## config.mk

```make
export PLATFORM = sky130hd
export DESIGN_NAME = toggle_event_collector
export DESIGN_NICKNAME = d
export VERILOG_FILES = /design/src/rtl/toggle_event_collector.sv
export SDC_FILE = /design/constraint.sdc
export NUM_CORES = 1
export LEC_CHECK = 0
export ABC_AREA = 0
export CAP_MARGIN = 20
export CORE_MARGIN = 8
export CORE_UTILIZATION = 55
export CTS_BUF_LIST = sky130_fd_sc_hd__clkbuf_8
export CTS_CLUSTER_DIAMETER = 60
export DETAILED_ROUTE_END_ITERATION = 10
export MAX_ROUTING_LAYER = met4
export PLACE_DENSITY = 0.76
export SLEW_MARGIN = 40
export SYNTH_ARGS = -nofsm -noshare
export SYNTH_HDL_FRONTEND = slang
export SYNTH_SLANG_ARGS = --single-unit
```

## constraint.sdc

```tcl
create_clock -name clk -period 10.2 [get_ports clk]
set_input_delay 1.53 -clock clk [delete_from_list [all_inputs] [get_ports clk]]
set_output_delay 1.53 -clock clk [all_outputs]
set_load 0.005 [all_outputs]
```

## src/rtl/toggle_event_collector.sv

```systemverilog
// Purpose : gathers toggle-encoded async events per channel, counts them, and presents them one at a time in round-robin order.
// Latency : a toggleIn transition sampled at edge k is counted at edge k+SYNC_STAGES and presented (eventValid) at edge k+SYNC_STAGES+1.
// Backpressure: eventValid/eventChannel hold until eventReady; meanwhile events accumulate in saturating per-channel counters, and an overflow sets a sticky flag.
//
// Ports:
//   clk           : single clock, all state on the rising edge
//   resetN        : asynchronous active-low reset
//   toggleIn      : [CHANNELS] async toggle-encoded events (each edge = one event)
//   eventValid    : an event is presented on eventChannel
//   eventReady    : consumer accepts the presented event
//   eventChannel  : [IDW] channel index of the presented event
//   pendingAny    : some per-channel counter is nonzero (the presented event is not included)
//   overflow      : [CHANNELS] sticky lost-event flags
//   overflowClear : clears all overflow flags on the next edge
module toggle_event_collector #(
  parameter int CHANNELS    = 4,
  parameter int SYNC_STAGES = 2,
  parameter int COUNT_WIDTH = 4,
  localparam int IDW        = (CHANNELS > 1) ? $clog2(CHANNELS) : 1
) (
  input  logic                clk,
  input  logic                resetN,
  input  logic [CHANNELS-1:0] toggleIn,
  output logic                eventValid,
  input  logic                eventReady,
  output logic [IDW-1:0]      eventChannel,
  output logic                pendingAny,
  output logic [CHANNELS-1:0] overflow,
  input  logic                overflowClear
);

  typedef enum logic {
    IDLE    = 1'b0,
    PRESENT = 1'b1
  } state_t;

  localparam logic [COUNT_WIDTH-1:0] CNT_MAX = '1;
  // Reset value of the last grant: the last channel, so the first search starts at channel 0.
  localparam logic [IDW-1:0]         LAST_CH = IDW'(CHANNELS - 1);

  logic [CHANNELS-1:0]    sync_q [SYNC_STAGES];
  logic [CHANNELS-1:0]    hist_q;
  logic [CHANNELS-1:0]    detect;
  logic [COUNT_WIDTH-1:0] cnt_q [CHANNELS];
  logic [CHANNELS-1:0]    nonzero;
  logic [CHANNELS-1:0]    dec;
  logic [CHANNELS-1:0]    ovf_set;
  logic [CHANNELS-1:0]    overflow_q;

  state_t                 state_q;
  state_t                 state_d;
  logic [IDW-1:0]         chan_q;
  logic [IDW-1:0]         last_q;
  logic [IDW-1:0]         base;
  logic [IDW-1:0]         pick_hi;
  logic [IDW-1:0]         pick_lo;
  logic [IDW-1:0]         pick;
  logic                   hi_found;
  logic                   any_pending;
  logic                   accept;
  logic                   load;

  // ---------------------------------------------------------------------------
  // Synchronizer chain plus one history flop per channel. Reset clears the
  // history to 0, so a toggleIn held at 1 through reset yields exactly one event.
  // ---------------------------------------------------------------------------
  always_ff @(posedge clk or negedge resetN) begin
    if (!resetN) begin
      for (int s = 0; s < SYNC_STAGES; s++) begin
        sync_q[s] <= '0;
      end
      hist_q <= '0;
    end else begin
      sync_q[0] <= toggleIn;
      for (int s = 1; s < SYNC_STAGES; s++) begin
        sync_q[s] <= sync_q[s-1];
      end
      hist_q <= sync_q[SYNC_STAGES-1];
    end
  end

  assign detect = sync_q[SYNC_STAGES-1] ^ hist_q;

  always_comb begin
    nonzero = '0;
    for (int c = 0; c < CHANNELS; c++) begin
      nonzero[c] = (cnt_q[c] != '0);
    end
  end

  assign any_pending = |nonzero;
  assign accept      = (state_q == PRESENT) && eventReady;

  // On an accept the grant being retired becomes the new "last granted", so the
  // back-to-back search must already start after it in this same cycle.
  assign base = accept ? chan_q : last_q;

  // ---------------------------------------------------------------------------
  // Round-robin pick: the lowest pending channel above base wins; if there is none,
  // wrap to the lowest pending channel at or below base. Scanning downward
  // and overwriting leaves the lowest match in each half.
  // ---------------------------------------------------------------------------
  always_comb begin
    pick_hi  = '0;
    pick_lo  = '0;
    hi_found = 1'b0;
    for (int c = CHANNELS - 1; c >= 0; c--) begin
      if (nonzero[c]) begin
        if (c > int'(base)) begin
          pick_hi  = IDW'(c);
          hi_found = 1'b1;
        end else begin
          pick_lo  = IDW'(c);
        end
      end
    end
    pick = hi_found ? pick_hi : pick_lo;
  end

  // ---------------------------------------------------------------------------
  // Output FSM. A load reserves one event: its counter decrements on the same
  // edge as eventChannel is loaded.
  // ---------------------------------------------------------------------------
  always_comb begin
    state_d = state_q;
    load    = 1'b0;
    case (state_q)
      IDLE: begin
        if (any_pending) begin
          load    = 1'b1;
          state_d = PRESENT;
        end
      end
      PRESENT: begin
        if (eventReady) begin
          if (any_pending) begin
            load = 1'b1;
          end else begin
            state_d = IDLE;
          end
        end
      end
      default: state_d = IDLE;
    endcase
  end

  always_ff @(posedge clk or negedge resetN) begin
    if (!resetN) begin
      state_q <= IDLE;
      chan_q  <= '0;
      last_q  <= LAST_CH;
    end else begin
      state_q <= state_d;
      if (load) begin
        chan_q <= pick;
      end
      if (accept) begin
        last_q <= chan_q;
      end
    end
  end

  // ---------------------------------------------------------------------------
  // Per-channel saturating counters. A detect and a reservation on the same
  // channel in the same cycle cancel out: no change and no overflow.
  // ---------------------------------------------------------------------------
  always_comb begin
    dec     = '0;
    ovf_set = '0;
    for (int c = 0; c < CHANNELS; c++) begin
      dec[c]     = load && (pick == IDW'(c));
      ovf_set[c] = detect[c] && !dec[c] && (cnt_q[c] == CNT_MAX);
    end
  end

  always_ff @(posedge clk or negedge resetN) begin
    if (!resetN) begin
      for (int c = 0; c < CHANNELS; c++) begin
        cnt_q[c] <= '0;
      end
    end else begin
      for (int c = 0; c < CHANNELS; c++) begin
        if (detect[c] && !dec[c]) begin
          if (cnt_q[c] != CNT_MAX) begin
            cnt_q[c] <= cnt_q[c] + COUNT_WIDTH'(1);
          end
        end else if (dec[c] && !detect[c]) begin
          cnt_q[c] <= cnt_q[c] - COUNT_WIDTH'(1);
        end
      end
    end
  end

  // A new overflow in the same cycle as a clear leaves its bit set.
  always_ff @(posedge clk or negedge resetN) begin
    if (!resetN) begin
      overflow_q <= '0;
    end else begin
      overflow_q <= ovf_set | (overflow_q & ~{CHANNELS{overflowClear}});
    end
  end

  assign eventValid   = (state_q == PRESENT);
  assign eventChannel = chan_q;
  assign pendingAny   = any_pending;
  assign overflow     = overflow_q;

endmodule

```

==> qor_table.md, run 1 <==
| Quantity | Value |
|---|---|
| Crit path capture type | flop |
| Worst Reg2Reg Path Length in Cells | 12 |
| Die Footprint | 6033 um2 |
| Clock buffers created by TritonCTS | 5 |
| Pin count of the biggest net entering global routing | 38 |
| Area share of the largest cell type after synthesis | 0.4187 |
| Hold bufs inserted after CTS | 0 |
| Initial antenna violation count | 0 |
| Primary FF master, synth | sky130_fd_sc_hd__dfrtp_1 |
| Most frequent cells after synthesis | sky130_fd_sc_hd__dfrtp_1 (35), sky130_fd_sc_hd__nand2_1 (11), sky130_fd_sc_hd__inv_1 (10), sky130_fd_sc_hd__xnor2_1 (9) |
| Sw power | 0.2618 mW |
| Crit path required time | 10.42 ns |
| Vias after detailed routing | 1492 |
| Area leader, netlist | sky130_fd_sc_hd__dfrtp_1 |
| Combinational family with the most area after synthesis | simple AND/OR/NAND/NOR gates |
| Switching Share | 0.3947 |
| Cell with the most instances after synthesis | sky130_fd_sc_hd__dfrtp_1 |
| Setup skew after layout | 0.006230 ns |
| Dominant cells by area after synthesis | sky130_fd_sc_hd__dfrtp_1 (42%), sky130_fd_sc_hd__ha_1 (4.8%), sky130_fd_sc_hd__fa_1 (3.8%) |
| Clock transition at the register clock pins on the worst setup and hold paths after CTS | 0.08 ns |
| Final Cycle Share | 0.4617 |
| Count of endpoints failing setup in the final report | 0 |
| Area of placed instances | 2281 um2 |
| Initial standard-cell utilization of the core | 0.5714 |
| DRC viols | 0 |
| Outcome | finished clean |
| Clock tree buffer depth | 2 |
| First-pass GRT wire length | 6561 um |
| Netlist Area Pre-Place | 2092 um2 |
| Slack of the worst reg-to-reg path | 6.50 ns |
| Yosys cell types | 50 |
| Clock insertion delay at the later pin of the skew report | 0.29 ns |
| Detailed-router iteration count before antenna repair | 4 |
| Chip height | 77.68 um |
| Layout cell share with drive strength beyond 1 | 0.1535 |
| Per-cell routed wire length | 15.35 um |
| Cells after synthesis | 181 |
| Clock Sink Count | 37 |
| TritonCTS clock tree | yes |
| Area Growth Syn to Fin | 13.64% |
| DRT antenna net count | 0 |
| Detailed router's first-iteration violation count | 134 |
| Depth of the worst hold-timing path | 0 |
| Leakage | 1.014 nW |
| Share of synthesized cell area in full adder, half adder and majority cells | 0.08612 |
| Number of H-tree levels | 2 |
| Count of state elements after synthesis | 37 |
| Top achievable clock speed | 0.2124 GHz |
| Total Nets Final | 221 |
| Complex-gate fraction of the synthesized area | 0.1573 |
| Gpl congestion | 0.7993 |
| Element type at the critical path start | input pin |
| Unrepaired setup endpoints after global routing | no |
| Post-CTS setup buffer count | 0 |
| Pre-CTS WS | 5.232 ns |
| Seq pwr share | 0.392 |
| Largest fanout on the critical path | 7 |
| Hold Crit Class | flop to flop |
| Resized Gates After CTS | 0 |
| Die W | 77.68 um |
| Total congestion overflow after global routing | 0 |
| Core area | 3661 um2 |
| Count of input and output buffers | 15 |
| Detail-routed via count per cell | 5.968 |
| Total GRT Usage | 0.1351 |
| Share of total power in the clock network | 0.159 |
| Vias in the first global route | 1443 |
| Number of failing hold endpoints at the final stage | 0 |
| Slew Limit Headroom | 0.5209 |
| Fraction of synthesized cell area in xor and xnor cells | 0.05861 |
| Number of warnings reported in the yosys synthesis log | 0 |
| Fraction of the yosys area taken by sequential cells | 0.4438 |
| Simple-gate share of the synthesized area | 0.1615 |
| Number of flops mapped to enable cells by yosys | 0 |
| Cell-internal power | 0.4016 mW |
| Arrival time at the worst endpoint | 4.93 ns |
| DP Wirelength | 2971 um |
| Worst-Margin Slew | 0.7121 ns |
| Ratio of total power to cell area | 279.1 nW/um2 |
| Antenna Cells | 0 |
| Final std cell area, no fill | 2377 um2 |
| Root Driver | sky130_fd_sc_hd__clkbuf_8 |
| Total wire length | 3838 um |
| Syn_nets | 201 |
| Floorplan row count | 22 |
| Pins over their slew limit | 0 |
| Shortest period the worst path allows | 4.709 ns |
| Avg Inst Size Synth | 11.56 um2 |
| Maximum capacitance violations | 0 |
| Peak ir drop on the vdd network | 0.0001397 V |
| Post-Route Setup TNS | 0 ns |
| Combinational share of power | 0.449 |
| Slack of the critical path | 5.491 ns |
| Async S/R FF share, synth | 1.000 |
| Fraction of synthesized area in multiplexers | 0.06699 |
| Critical setup path kind | input pin to flop |
| Number of top-level pins | 16 |
==> routing by layer <==
metal,vias to the layer above,part of all wire,GRT usage
met5,-,0,-
met4,0,0.013,0.04717
met1,748,0.46,0.1650
li1,711,-,-
met2,27,0.49,0.2072
met3,6,0.042,0.04032
==> path summary, 6_finish.rpt <==
kind,startpoint,to
hold / removal,sync_q[7]$_DFF_PN0_,sync_q[3]$_DFF_PN0_
setup reg to reg,cnt_q[4]$_DFFE_PN0P_,cnt_q[15]$_DFFE_PN0P_
hold reg to reg,sync_q[7]$_DFF_PN0_,sync_q[3]$_DFF_PN0_
setup / recovery,eventReady,cnt_q[15]$_DFFE_PN0P_
min in group asynchronous,resetN,cnt_q[5]$_DFFE_PN0P_
max in group asynchronous,resetN,last_q[1]$_DFF_PN1_
==> flip-flops by register name, indices dropped and copies added, names as in the netlist <==
register      count
cnt_q            16
overflow          4
sync_q            8
eventValid        1
last_q            2
hist_q            4
eventChannel      2
==> power groups by stage <==
stage | logic, mW | clock network (mW) | registers (mW)
6_report | 0.298 | 0.105 | 0.260
5_1_grt | 0.329 | 0.116 | 0.270
4_1_cts | 0.299 | 0.109 | 0.259
3_5_place_dp | 0.298 | 0 | 0.261
3_3_place_gp | 0.279 | 0 | 0.256
2_1_floorplan | 0.232 | 0 | 0.248
==> cell usage in the layout (no fill, tap or decap), types with 7 or more instances in the layout <==
cell type and count:
sky130_fd_sc_hd__a21o_1 7, sky130_fd_sc_hd__a21oi_1 7, sky130_fd_sc_hd__clkdlybuf4s50_1 14, sky130_fd_sc_hd__dfrtp_1 35, sky130_fd_sc_hd__ha_1 8, sky130_fd_sc_hd__inv_1 10
sky130_fd_sc_hd__nand2_1 11, sky130_fd_sc_hd__nor2_1 8, sky130_fd_sc_hd__xnor2_1 9
==> critical path: stages <==
cell and delay, ns:
sky130_fd_sc_hd__clkdlybuf4s50_1 0.52, sky130_fd_sc_hd__a21boi_0 0.36, sky130_fd_sc_hd__nor3_1 0.13, sky130_fd_sc_hd__a31oi_1 0.26
sky130_fd_sc_hd__a21oi_1 0.14, sky130_fd_sc_hd__and3_1 0.32, sky130_fd_sc_hd__or2_1 0.31, sky130_fd_sc_hd__ha_1 0.29
sky130_fd_sc_hd__a21o_1 0.19, sky130_fd_sc_hd__a21o_1 0.20, sky130_fd_sc_hd__or2_2 0.29, sky130_fd_sc_hd__mux2_4 0.26
sky130_fd_sc_hd__mux2i_1 0.12
==> cell type report <==
| type | count | area, um2 |
|---|---|---|
| fill | 290 | 1284 |
| multi-input combinational | 132 | 1110 |
| sequential | 37 | 928.4 |
| timing repair buffer | 15 | 147.6 |
| clock buffer | 5 | 68.82 |
| tap | 48 | 60.06 |
| inverter | 10 | 37.54 |
| clock inverter | 3 | 25.02 |
==> per-stage QoR <==
stage,power (mW),util,hold slack [ns],std cells
after detailed placement,0.5590,0.6230,0.3371,242
after global routing,0.7150,0.6494,0.3586,250
after floorplan,0.4801,-,0.3312,181
after global placement,0.5347,0.6230,0.3314,242
after CTS,0.6683,0.6487,0.3550,250
final,0.6634,0.6494,0.3523,250
==> cells by family (layout without fill, tap and decap cells) <==
| group | Yosys count | in the layout |
|---|---|---|
| xor gates and xnor gates | 14 | 14 |
| adders and majority gates | 12 | 12 |
| buffers and inverters | 12 | 33 |
| and+or+nand+nor | 52 | 52 |
| muxes | 12 | 12 |
| DFF | 37 | 37 |
| AOI/OAI and AO/OA | 42 | 42 |
Note: power is estimated with default switching activity, not from simulation.
==> inputs of run 2 (changes only) <==
Clock period 10.2 ns to 4.7 ns, I/O delays scaled along.
==> results of run 2 <==
Same layout as run 1 (identical final DEF). Status: finished clean.
Main changes from that run: setup slack after placement 5.232 ns -> 0.5571 ns; setup slack after layout 5.491 ns -> 0.8162 ns; register-to-register setup slack 6.50 ns -> 1.00 ns; total power 0.6634 mW -> 1.440 mW; worst IR drop on VDD 0.0001397 V -> 0.0003032 V
